File: config.mk
export PLATFORM = sky130hd
export DESIGN_NAME = nibble_sequencer_flat
export DESIGN_NICKNAME = d
export VERILOG_FILES = /design/src/rtl/nibble_sequencer_pkg.sv /design/src/rtl/nibble_sequencer_if.sv /design/src/rtl/nibble_sequencer_op_timing.sv /design/src/rtl/nibble_sequencer.sv /design/src/flat_wrapper.sv
export SDC_FILE = /design/constraint.sdc
export NUM_CORES = 1
export LEC_CHECK = 0
export CAP_MARGIN = 0
export CORE_MARGIN = 3
export CORE_UTILIZATION = 40
export CTS_CLUSTER_SIZE = 30
export DETAILED_ROUTE_END_ITERATION = 16
export GPL_TIMING_DRIVEN = 0
export PLACE_DENSITY = 0.6
export SYNTH_ARGS = -nofsm -noshare
export SYNTH_HDL_FRONTEND = slang
export SYNTH_HIERARCHICAL = 1
export SYNTH_SLANG_ARGS = --single-unit
File: constraint.sdc
create_clock -name clk -period 4.5 [get_ports clk]
set_input_delay 0.9 -clock clk [delete_from_list [all_inputs] [get_ports clk]]
set_output_delay 0.9 -clock clk [all_outputs]
set_load 0.1 [all_outputs]
File: src/rtl/nibble_sequencer_pkg.sv
// Shared opcode and sequencer-state encodings for the nibble sequencer and the stack core.
package nibble_sequencer_pkg;

   localparam int unsigned SEQ_DEPTH      = 16;
   localparam int unsigned SEQ_AW         = 4;
   localparam int unsigned SEQ_RST_CYCLES = 2;

   typedef enum logic [3:0] {
      OP_NOOP = 4'd0,
      OP_PUSH = 4'd1,
      OP_POP  = 4'd2,
      OP_OUTL = 4'd3,
      OP_OUTH = 4'd4,
      OP_SWAP = 4'd5,
      OP_PUSF = 4'd6,
      OP_REPL = 4'd7,
      OP_BIN  = 4'd8,
      OP_MULT = 4'd9
   } opcode_e;

   typedef enum logic [2:0] {
      SEQ_IDLE,
      SEQ_CRST,
      SEQ_FETCH,
      SEQ_EXEC,
      SEQ_DONE
   } seq_state_e;

endpackage

File: src/rtl/nibble_sequencer_if.sv
// Load port and core-drive bundle between a program source and the sequencer.
// With NIBBLE_SEQ_LOOP_EN defined a loop request line is added.
interface nibble_sequencer_if #(parameter int unsigned AW = 4);
   logic          clear;
   logic          load_valid;
   logic [3:0]    load_data;
   logic          load_ready;
   logic          start;
   logic          busy;
   logic          done;
   logic [AW:0]   prog_len;
   logic          cpu_rst;
   logic [3:0]    cpu_inbits;
`ifdef NIBBLE_SEQ_LOOP_EN
   logic          loop;

   modport master (output clear, load_valid, load_data, start, loop,
                   input  load_ready, busy, done, prog_len, cpu_rst, cpu_inbits);
   modport slave  (input  clear, load_valid, load_data, start, loop,
                   output load_ready, busy, done, prog_len, cpu_rst, cpu_inbits);
`else
   modport master (output clear, load_valid, load_data, start,
                   input  load_ready, busy, done, prog_len, cpu_rst, cpu_inbits);
   modport slave  (input  clear, load_valid, load_data, start,
                   output load_ready, busy, done, prog_len, cpu_rst, cpu_inbits);
`endif
endinterface

File: src/rtl/nibble_sequencer_op_timing.sv
// Opcode timing table shared with the core: exec cycles after fetch and operand use.
module nibble_sequencer_op_timing
   import nibble_sequencer_pkg::*;
(
   input  logic [3:0] op_i,
   output logic [1:0] exec_len_o,
   output logic       has_operand_o
);

   always_comb begin
      exec_len_o    = 2'd1;
      has_operand_o = 1'b0;
      case (opcode_e'(op_i))
         OP_PUSH, OP_PUSF, OP_REPL, OP_BIN: begin
            exec_len_o    = 2'd2;
            has_operand_o = 1'b1;
         end
         OP_POP, OP_SWAP: exec_len_o = 2'd2;
         OP_MULT:         exec_len_o = 2'd3;
         default:         exec_len_o = 2'd1;
      endcase
   end

endmodule

File: src/rtl/nibble_sequencer.sv
// Program buffer plus player that resets the stack core and replays nibbles with core fetch/exec timing.
// Optional NIBBLE_SEQ_LOOP_EN restarts the program without a core reset while loop is held.
module nibble_sequencer
   import nibble_sequencer_pkg::*;
#(
   parameter int unsigned DEPTH      = SEQ_DEPTH,
   parameter int unsigned AW         = SEQ_AW,
   parameter int unsigned RST_CYCLES = SEQ_RST_CYCLES
)(
   input  logic              clk,
   input  logic              rst,
   nibble_sequencer_if.slave bus
);

   localparam int unsigned CW      = ($clog2(RST_CYCLES) > 2) ? $clog2(RST_CYCLES) : 2;
   localparam logic [AW:0] DEPTH_L = (AW+1)'(DEPTH);

   logic [3:0]    mem_q [DEPTH];
   seq_state_e    state_q;
   logic [AW:0]   prog_len_q, prog_len_d;
   logic [AW:0]   pc_q, pc_inc, pc_next;
   logic [CW-1:0] cnt_q;
   logic          has_op_q;
   logic          cpu_rst_q, done_q, busy_q, ready_q;
   logic [3:0]    inbits_q;
   logic          xfer, last_op, loop_go;
   logic [3:0]    fetch_nib;
   logic [1:0]    fetch_len;
   logic          fetch_has;

   assign xfer      = bus.load_valid && ready_q;
   assign fetch_nib = mem_q[pc_q[AW-1:0]];
   assign pc_inc    = pc_q + (AW+1)'(1);
   assign pc_next   = pc_q + (AW+1)'(has_op_q);
   assign last_op   = (pc_next >= prog_len_q);
`ifdef NIBBLE_SEQ_LOOP_EN
   assign loop_go   = bus.loop;
`else
   assign loop_go   = 1'b0;
`endif

   nibble_sequencer_op_timing u_op_timing (
      .op_i          (fetch_nib),
      .exec_len_o    (fetch_len),
      .has_operand_o (fetch_has)
   );

   // Loads only ever land while idle; clear beats a same-cycle transfer.
   always_comb begin
      prog_len_d = prog_len_q;
      if (state_q == SEQ_IDLE) begin
         if (bus.clear) prog_len_d = '0;
         else if (xfer) prog_len_d = prog_len_q + (AW+1)'(1);
      end
   end

   always_ff @(posedge clk) begin
      if (xfer && !bus.clear) mem_q[prog_len_q[AW-1:0]] <= bus.load_data;
   end

   always_ff @(posedge clk or posedge rst) begin
      if (rst) begin
         state_q    <= SEQ_IDLE;
         prog_len_q <= '0;
         pc_q       <= '0;
         cnt_q      <= '0;
         has_op_q   <= 1'b0;
         cpu_rst_q  <= 1'b0;
         inbits_q   <= 4'd0;
         done_q     <= 1'b0;
         busy_q     <= 1'b0;
         ready_q    <= 1'b1;
      end else begin
         prog_len_q <= prog_len_d;
         done_q     <= 1'b0;
         case (state_q)
            SEQ_IDLE: begin
               ready_q <= (prog_len_d < DEPTH_L);
               if (bus.start && (prog_len_d != '0)) begin
                  pc_q      <= '0;
                  cnt_q     <= CW'(RST_CYCLES - 1);
                  cpu_rst_q <= 1'b1;
                  busy_q    <= 1'b1;
                  ready_q   <= 1'b0;
                  state_q   <= SEQ_CRST;
               end
            end
            SEQ_CRST: begin
               if (cnt_q == '0) begin
                  cpu_rst_q <= 1'b0;
                  inbits_q  <= fetch_nib;
                  state_q   <= SEQ_FETCH;
               end else begin
                  cnt_q <= cnt_q - CW'(1);
               end
            end
            SEQ_FETCH: begin
               has_op_q <= fetch_has;
               pc_q     <= pc_inc;
               cnt_q    <= CW'(fetch_len - 2'd1);
               inbits_q <= (fetch_has && (pc_inc < prog_len_q)) ? mem_q[pc_inc[AW-1:0]] : 4'd0;
               state_q  <= SEQ_EXEC;
            end
            SEQ_EXEC: begin
               if (cnt_q != '0) begin
                  cnt_q <= cnt_q - CW'(1);
               end else if (!last_op) begin
                  pc_q     <= pc_next;
                  inbits_q <= mem_q[pc_next[AW-1:0]];
                  state_q  <= SEQ_FETCH;
               end else if (loop_go) begin
                  pc_q     <= '0;
                  inbits_q <= mem_q[0];
                  done_q   <= 1'b1;
                  state_q  <= SEQ_FETCH;
               end else begin
                  pc_q     <= pc_next;
                  inbits_q <= 4'd0;
                  done_q   <= 1'b1;
                  state_q  <= SEQ_DONE;
               end
            end
            SEQ_DONE: begin
               busy_q  <= 1'b0;
               ready_q <= (prog_len_q < DEPTH_L);
               state_q <= SEQ_IDLE;
            end
            default: state_q <= SEQ_IDLE;
         endcase
      end
   end

   assign bus.load_ready = ready_q;
   assign bus.busy       = busy_q;
   assign bus.done       = done_q;
   assign bus.prog_len   = prog_len_q;
   assign bus.cpu_rst    = cpu_rst_q;
   assign bus.cpu_inbits = inbits_q;

endmodule

File: src/flat_wrapper.sv
// flat-port wrapper written by rule: the top's interface ports become plain ports
module nibble_sequencer_flat import nibble_sequencer_pkg::*;
#(
   parameter int unsigned DEPTH      = SEQ_DEPTH,
   parameter int unsigned AW         = SEQ_AW,
   parameter int unsigned RST_CYCLES = SEQ_RST_CYCLES
)
  (clk, rst, bus_clear, bus_load_valid, bus_load_data, bus_start, bus_load_ready, bus_busy, bus_done, bus_prog_len, bus_cpu_rst, bus_cpu_inbits);
  nibble_sequencer_if #(.AW(AW)) bus_i ();
  input  logic clk;
  input  logic rst;
  input wire logic [$bits(bus_i.clear)-1:0] bus_clear;
  input wire logic [$bits(bus_i.load_valid)-1:0] bus_load_valid;
  input wire logic [$bits(bus_i.load_data)-1:0] bus_load_data;
  input wire logic [$bits(bus_i.start)-1:0] bus_start;
  output wire logic [$bits(bus_i.load_ready)-1:0] bus_load_ready;
  output wire logic [$bits(bus_i.busy)-1:0] bus_busy;
  output wire logic [$bits(bus_i.done)-1:0] bus_done;
  output wire logic [$bits(bus_i.prog_len)-1:0] bus_prog_len;
  output wire logic [$bits(bus_i.cpu_rst)-1:0] bus_cpu_rst;
  output wire logic [$bits(bus_i.cpu_inbits)-1:0] bus_cpu_inbits;
  assign bus_i.clear = bus_clear;
  assign bus_i.load_valid = bus_load_valid;
  assign bus_i.load_data = bus_load_data;
  assign bus_i.start = bus_start;
  assign bus_load_ready = bus_i.load_ready;
  assign bus_busy = bus_i.busy;
  assign bus_done = bus_i.done;
  assign bus_prog_len = bus_i.prog_len;
  assign bus_cpu_rst = bus_i.cpu_rst;
  assign bus_cpu_inbits = bus_i.cpu_inbits;
  nibble_sequencer #(.DEPTH(DEPTH), .AW(AW), .RST_CYCLES(RST_CYCLES)) u_core (.clk(clk), .rst(rst), .bus(bus_i));
endmodule
==> impl_metrics.toml, run 1 <==
[outcome]
status = "completed"

[floorplanning]
dieArea_um2 = 14600
rows = 41
die-height_um = 121
coreArea_um2 = 12800
pin_count = 22
initial_core_util_pct = 41.3
die_w_um = 121

[layout]
syn_to_final_growth_pct = 14.0
n_antenna_cell = 0
fin_nets = 428
fin_util_pct = 47.1
drive_above_1_share_pct = 24.3

[routing]
ant_nets = 0
num_vias = 3499
post_drt_wl_per_cell_um = 22.7
via_per_inst = 6.03
first_pass_iters = 5
routed_wl_um = 13200
drt_iter0_markers = 476
post-route-drc-count = 0

[worst_setup_path]
worst_path_max_delay_cell = "mux4_2"
path_depth = 11
crit_path_max_incr_delay_ps = 610
critPathTopFamily = "multiplexers"
rr_endpoint = "u_core/bus.cpu_inbits[2]"
required_ps = 4780
critPathCaptureType = "flip-flop"
worstRegToRegCells = 11
path_max_fanout = 10
crit_chain = "buf_2 > buf_1 > mux4_2 > mux4_2 > xor2_1 > nand2_1 > o22ai_1 > nand3b_1 > nor3_1 > a21oi_1 > a21oi_1"
r2r_setup_slack_ps = 1090
worst-path-buf-inv = 2
startpoint = "u_core/pc_q[1]"
crit_end = "u_core/bus.cpu_inbits[2]"
rr_startpoint = "u_core/pc_q[1]"
start_kind = "flip-flop"
worstPathArrival_ps = 3690
critPathKind = "reg -> reg"

[global_route]
grt_pass1_wl_um = 20900
grt_pass1_vias = 3530
grt_max_degree = 25
grt_usage_pct = 19.4
antenna_found_initial = 0
grt_overflow = 0

[timing]
slew_headroom_pct = 35.3
worstMarginPinSlew_ps = 970
finalSetupViolCount = 0
fin_tns_setup_ps = 0
rsz0062_at_grt = "false"
slew_viol_final = 0
post-route-min-period_ps = 3410
fmax_ghz = 0.293
hold_viol = 0
fin_crit_sh_pct = 75.8
skew_ps = 10.6

[clock_tree]
cts_tree = "yes"
insertion_delay_ps = 350
post_cts_buffers = 0
clk_path_buf_depth = 2
post_cts_resized = 0
cts_root_buf = "clkbuf_16"
holdBufCountCts = 0
cts.sink_count = 88
cts_made_buffers = 9
path_clk_slew_ps = 80
cts-htree-levels = 3

[power]
switching_share_pct = 43.6
total_power_uw = 4560
p_leak_uw = 0.00211
p_clk_share_pct = 17.3
irDropWorstVdd_v = 0.000327
power_frac_comb_pct = 59.1
internal-power_uw = 2570
power_density_nw_per_um2 = 757
netSwitchingPower_uw = 1990
p_seq_share_pct = 23.6

[synthesis]
yosys.area.top_type = "edfxtp_1"
synth-edff-count = 64
synth_area_leaders = "edfxtp_1 (36%), mux4_2 (26%), dfrtp_1 (11%), ha_1 (3.8%), nor2_1 (2.6%)"
synthFlopType = "edfxtp_1"
yosysUniqueCellTypes = 54
synthArstFlopShare_pct = 27.3
synth_seq_area_share_pct = 47.8
synthCells = 371
synth_nets = 396
synth_top_area_share_pct = 36.4
ys_seq_elements = 88
syn_avg_cell_area_um2 = 14.2
netlist_area_um2 = 5280
yosysWarningCount = 6

[job]
cap_violations = 0

[placement]
gp_congestion = 0.878
port_buffers = 21
dp_hpwl_um = 9830

[hold_path]
hp-start = "u_core/bus.busy"
hp-class = "reg -> reg"
[flip-flops by register name, summed over array words and instances (netlist names)]
signal	flops
u_core/bus.cpu_inbits	4
u_core/mem_q	64
u_core/state_q	3
u_core/bus.busy	1
u_core/bus.prog_len	5
u_core/bus.load_ready	1
u_core/pc_q	5
u_core/bus.cpu_rst	1
u_core/cnt_q	2
u_core/bus.done	1
u_core/has_op_q	1
[metal layers]
metal | share of wire, % | up-vias | GRT usage (%)
met5 | 0 | - | 0
met4 | 3.1 | 0 | 6.44
met3 | 7.9 | 32 | 5.78
met2 | 48 | 159 | 30.1
met1 | 41 | 1761 | 26.2
li1 | - | 1547 | -
[kinds of logic (layout without fill, tap and decap cells)]
logic type               Yosys count  count (layout)  share of synthesized area [%]
flip-flops                        88              88                           47.8
AND/OR/NAND/NOR                   93              93                           8.84
adder cells (fa/ha/maj)           16              16                           3.79
buffers and inverters             38              75                           3.34
XOR/XNOR                          14              14                           2.32
AO/OA/AOI/OAI                     55              55                           6.92
multiplexers                      67              67                           27.0
[cells in the mapped netlist, types with 2 or more instances]
cell        n
edfxtp_1   64
mux4_2     60
nor2_1     37
a21oi_1    23
dfrtp_1    23
nand2_1    17
ha_1       16
inv_1      16
nor3_1     13
clkbuf_1    9
nand3_1     8
xnor2_1     7
xor2_1      7
buf_2       6
a21o_1      4
o2111ai_1   4
o21ai_0     4
and3_1      3
buf_6       3
mux2i_1     3
nand2b_1    3
o22ai_1     3
a21oi_2     2
a311o_1     2
a31oi_1     2
buf_1       2
mux2_1      2
mux2_2      2
[area by class of cell]
type	count	area (um^2)
plain buffers	21	113
clock buffers	9	225
clock inverters	7	87.6
fillers	1084	6750
inverters	17	63.8
multi-input cells	245	2580
flip-flops and latches	88	2520
well taps	172	215
repair buffers	21	210
[placed cells by master (no fill, tap or decap), types with 4 or more instances in the layout]
cell type	n
o2111ai_1	4
clkbuf_1	9
xnor2_1	7
nand3_1	8
nor3_1	13
nor2_1	37
edfxtp_1	64
clkbuf_16	9
a21oi_1	23
dfrtp_1	23
xor2_1	7
ha_1	16
mux4_2	60
a21o_1	4
buf_2	6
o21ai_0	4
inv_1	16
clkdlybuf4s50_1	21
nand2_1	17
[per-stage QoR]
step / instances / setup slack (ps) / hold slack [ps] / instance area, um^2
after floorplan: 371 / 1530 / 483 / 5280
after global placement: 564 / 1170 / 505 / 5710
after detailed placement: 564 / 1110 / 523 / 5710
after CTS: 580 / 1090 / 541 / 6020
after global routing: 580 / 861 / 578 / 6020
final: 580 / 1090 / 546 / 6020
[how the worst min path moves through the flow]
stage | depth (start not counted) | slack, ps | endpoint
2_1_floorplan | 1 | 480 | u_core/has_op_q
4_1_cts | 2 | 540 | u_core/bus.busy
5_1_grt | 2 | 580 | u_core/bus.busy
3_5_place_dp | 2 | 520 | u_core/bus.busy
3_3_place_gp | 2 | 510 | u_core/bus.busy
6_report | 2 | 550 | u_core/bus.busy
[worst min-delay path, stage by stage (launching register included)]
cell	delay [ps]
dfrtp_1	350
a21oi_1	50
a21oi_1	100
[power by group through the flow]
stage / Combinational, uW / Sequential, uW / Clock, uW
floorplan: 1780 / 1360 / 0
global placement: 2660 / 1090 / 0
detailed placement: 2690 / 1090 / 0
CTS: 2700 / 1070 / 807
global route: 2900 / 1090 / 838
finish: 2690 / 1070 / 788
(Power assumes the default switching activity.)
==> run 2: changes to the inputs <==
==> constraint.sdc (replaced) <==
create_clock -name clk -period 3.4 [get_ports clk]
set_input_delay 0.68 -clock clk [delete_from_list [all_inputs] [get_ports clk]]
set_output_delay 0.68 -clock clk [all_outputs]
set_load 0.1 [all_outputs]
==> run 2 against run 1 <==
Compared with the run above: fmax is 7.1% higher; combinational power is 33% higher; flip-flop and latch count stayed put; count of clock-buffer cells in the layout stayed put; non-clock buffer count is 1 lower; clock power is 32% higher; worst setup slack worse by 870 ps; wire length is 0.27% lower; die area stayed put; largest power group unchanged; highest routed layer unchanged.
==> impl_metrics.toml, run 2 (synthesized netlist as in run 1, its figures left out) <==
[routing]
wl_met1_um = 5480
route.met2.wl_um = 6290
dr.max_layer_used = "met4"
drt_iter0_markers = 414
dr_wl_met3_um = 986
post-route-drc-count = 0
ant_nets = 0
post_drt_wl_per_cell_um = 22.7
first_pass_iters = 5
num_vias = 3527
via_per_inst = 6.09
routed_wl_um = 13100

[layout]
fillers = 1082
n_antenna_cell = 0
fin_nets = 427
layout_common_cells = "edfxtp_1 (64), mux4_2 (60), nor2_1 (37)"
syn_to_final_growth_pct = 14.0
fin_cells = 579
drive_above_1_share_pct = 24.6
design_area_um2 = 6020
final_common_cell = "edfxtp_1"
largest_reg_flops = 64

[timing]
post-route-min-period_ps = 3190
worstMarginPinSlew_ps = 968
slew_headroom_pct = 35.4
fmax_ghz = 0.314
finalSetupViolCount = 0
hold_viol = 0
skew_ps = 9.45
slew_viol_final = 0
fin_crit_sh_pct = 93.7
fin_tns_setup_ps = 0
rsz0062_at_grt = "false"

[global_route]
antenna_found_initial = 0
grt_max_degree = 25
grt_usage_pct = 19.3
grt_pass1_wl_um = 20900
grt_overflow = 0
grt_pass1_vias = 3519

[clock_tree]
path_clk_slew_ps = 70
post_cts_buffers = 0
cts-htree-levels = 3
cts_root_buf = "clkbuf_16"
insertion_delay_ps = 350
cts_made_buffers = 9
holdBufCountCts = 0
cts_tree = "yes"
cts.sink_count = 88
post_cts_resized = 0
clk_path_buf_depth = 2

[floorplanning]
die-height_um = 121
dieArea_um2 = 14600
pin_count = 22
die_w_um = 121
initial_core_util_pct = 41.3
coreArea_um2 = 12800
rows = 41

[placement]
port_buffers = 21
dp_hpwl_um = 9830
gp_congestion = 0.878
dp_cells = 564
post_dp_cell_area_um2 = 5710

[worst_setup_path]
start_kind = "flip-flop"
worstRegToRegCells = 11
required_ps = 3620
critPathKind = "reg -> reg"
path_max_fanout = 10
critPathCaptureType = "flip-flop"
worstPathArrival_ps = 3410

[power]
power_density_nw_per_um2 = 1000
p_leak_uw = 0.00211
irDropWorstVdd_v = 0.000433

[job]
cap_violations = 0

[hold_path]
min_path_cells = 2
hp-class = "reg -> reg"

[outcome]
status = "completed"
==> run 2: changes by cell type in the layout (fill, tap and decap cells not counted), sizes merged <==
cell    delta
buf        -3
clkbuf     +2
==> run 2: report_power, final <==
| part | switching [uW] | total, uW | leakage [uW] | internal, uW |
|---|---|---|---|---|
| combinational | 2050 | 3570 | 0.00107 | 1520 |
| clock | 451 | 1040 | 0.000154 | 588 |
| sequential | 126 | 1420 | 0.000883 | 1300 |
==> run 2: cell type report <==
class	count	area, um^2	share of cell area [%]
Clock buffer	9	225	3.74
Buffer	20	113	1.87
Timing Repair Buffer	21	210	3.49
Tap cell	172	215	3.58
Clock inverter	7	87.6	1.45
Multi-Input combinational cell	245	2580	42.9
Sequential cell	88	2520	41.9
Inverter	17	63.8	1.06
==> run 2: per-stage QoR <==
step           hold WS, ps  power [uW]  utilization, %  setup slack (ps)
2_1_floorplan          483        4160               -               427
3_3_place_gp           505        4960            44.7              70.8
3_5_place_dp           523        5000            44.7              13.9
4_1_cts                541        6050            47.1               144
5_1_grt                578        6400            47.1              12.5
6_report               546        6030            47.1               214
==> run 2: worst max-delay path, stage by stage (launching register included) <==
cell     delay (ps)
dfrtp_1         410
buf_6           220
buf_6           190
mux4_2          560
mux4_2          590
nor2_1          170
nor2_1           60
a21oi_1         280
a21oi_1         130
a311o_1         320
o21ai_0          70
a21oi_1          50
==> run 2: worst paths after layout <==
kind	from	slack [ps]	end
setup / recovery	u_core/pc_q[0]	210	u_core/cnt_q[0]
hold reg to reg	u_core/bus.busy	550	u_core/bus.busy
hold / removal	u_core/bus.busy	550	u_core/bus.busy
min in group asynchronous	rst	860	u_core/pc_q[1]
max in group asynchronous	rst	1950	u_core/bus.cpu_inbits[0]
setup reg to reg	u_core/pc_q[0]	210	u_core/cnt_q[0]
==> run 2: routing by layer <==
layer  track usage (%)  vias to the layer above
li1                  -                     1549
met1              26.2                     1791
met2              30.1                      163
met3              5.73                       24
met4              6.09                        0
met5                 0                        -
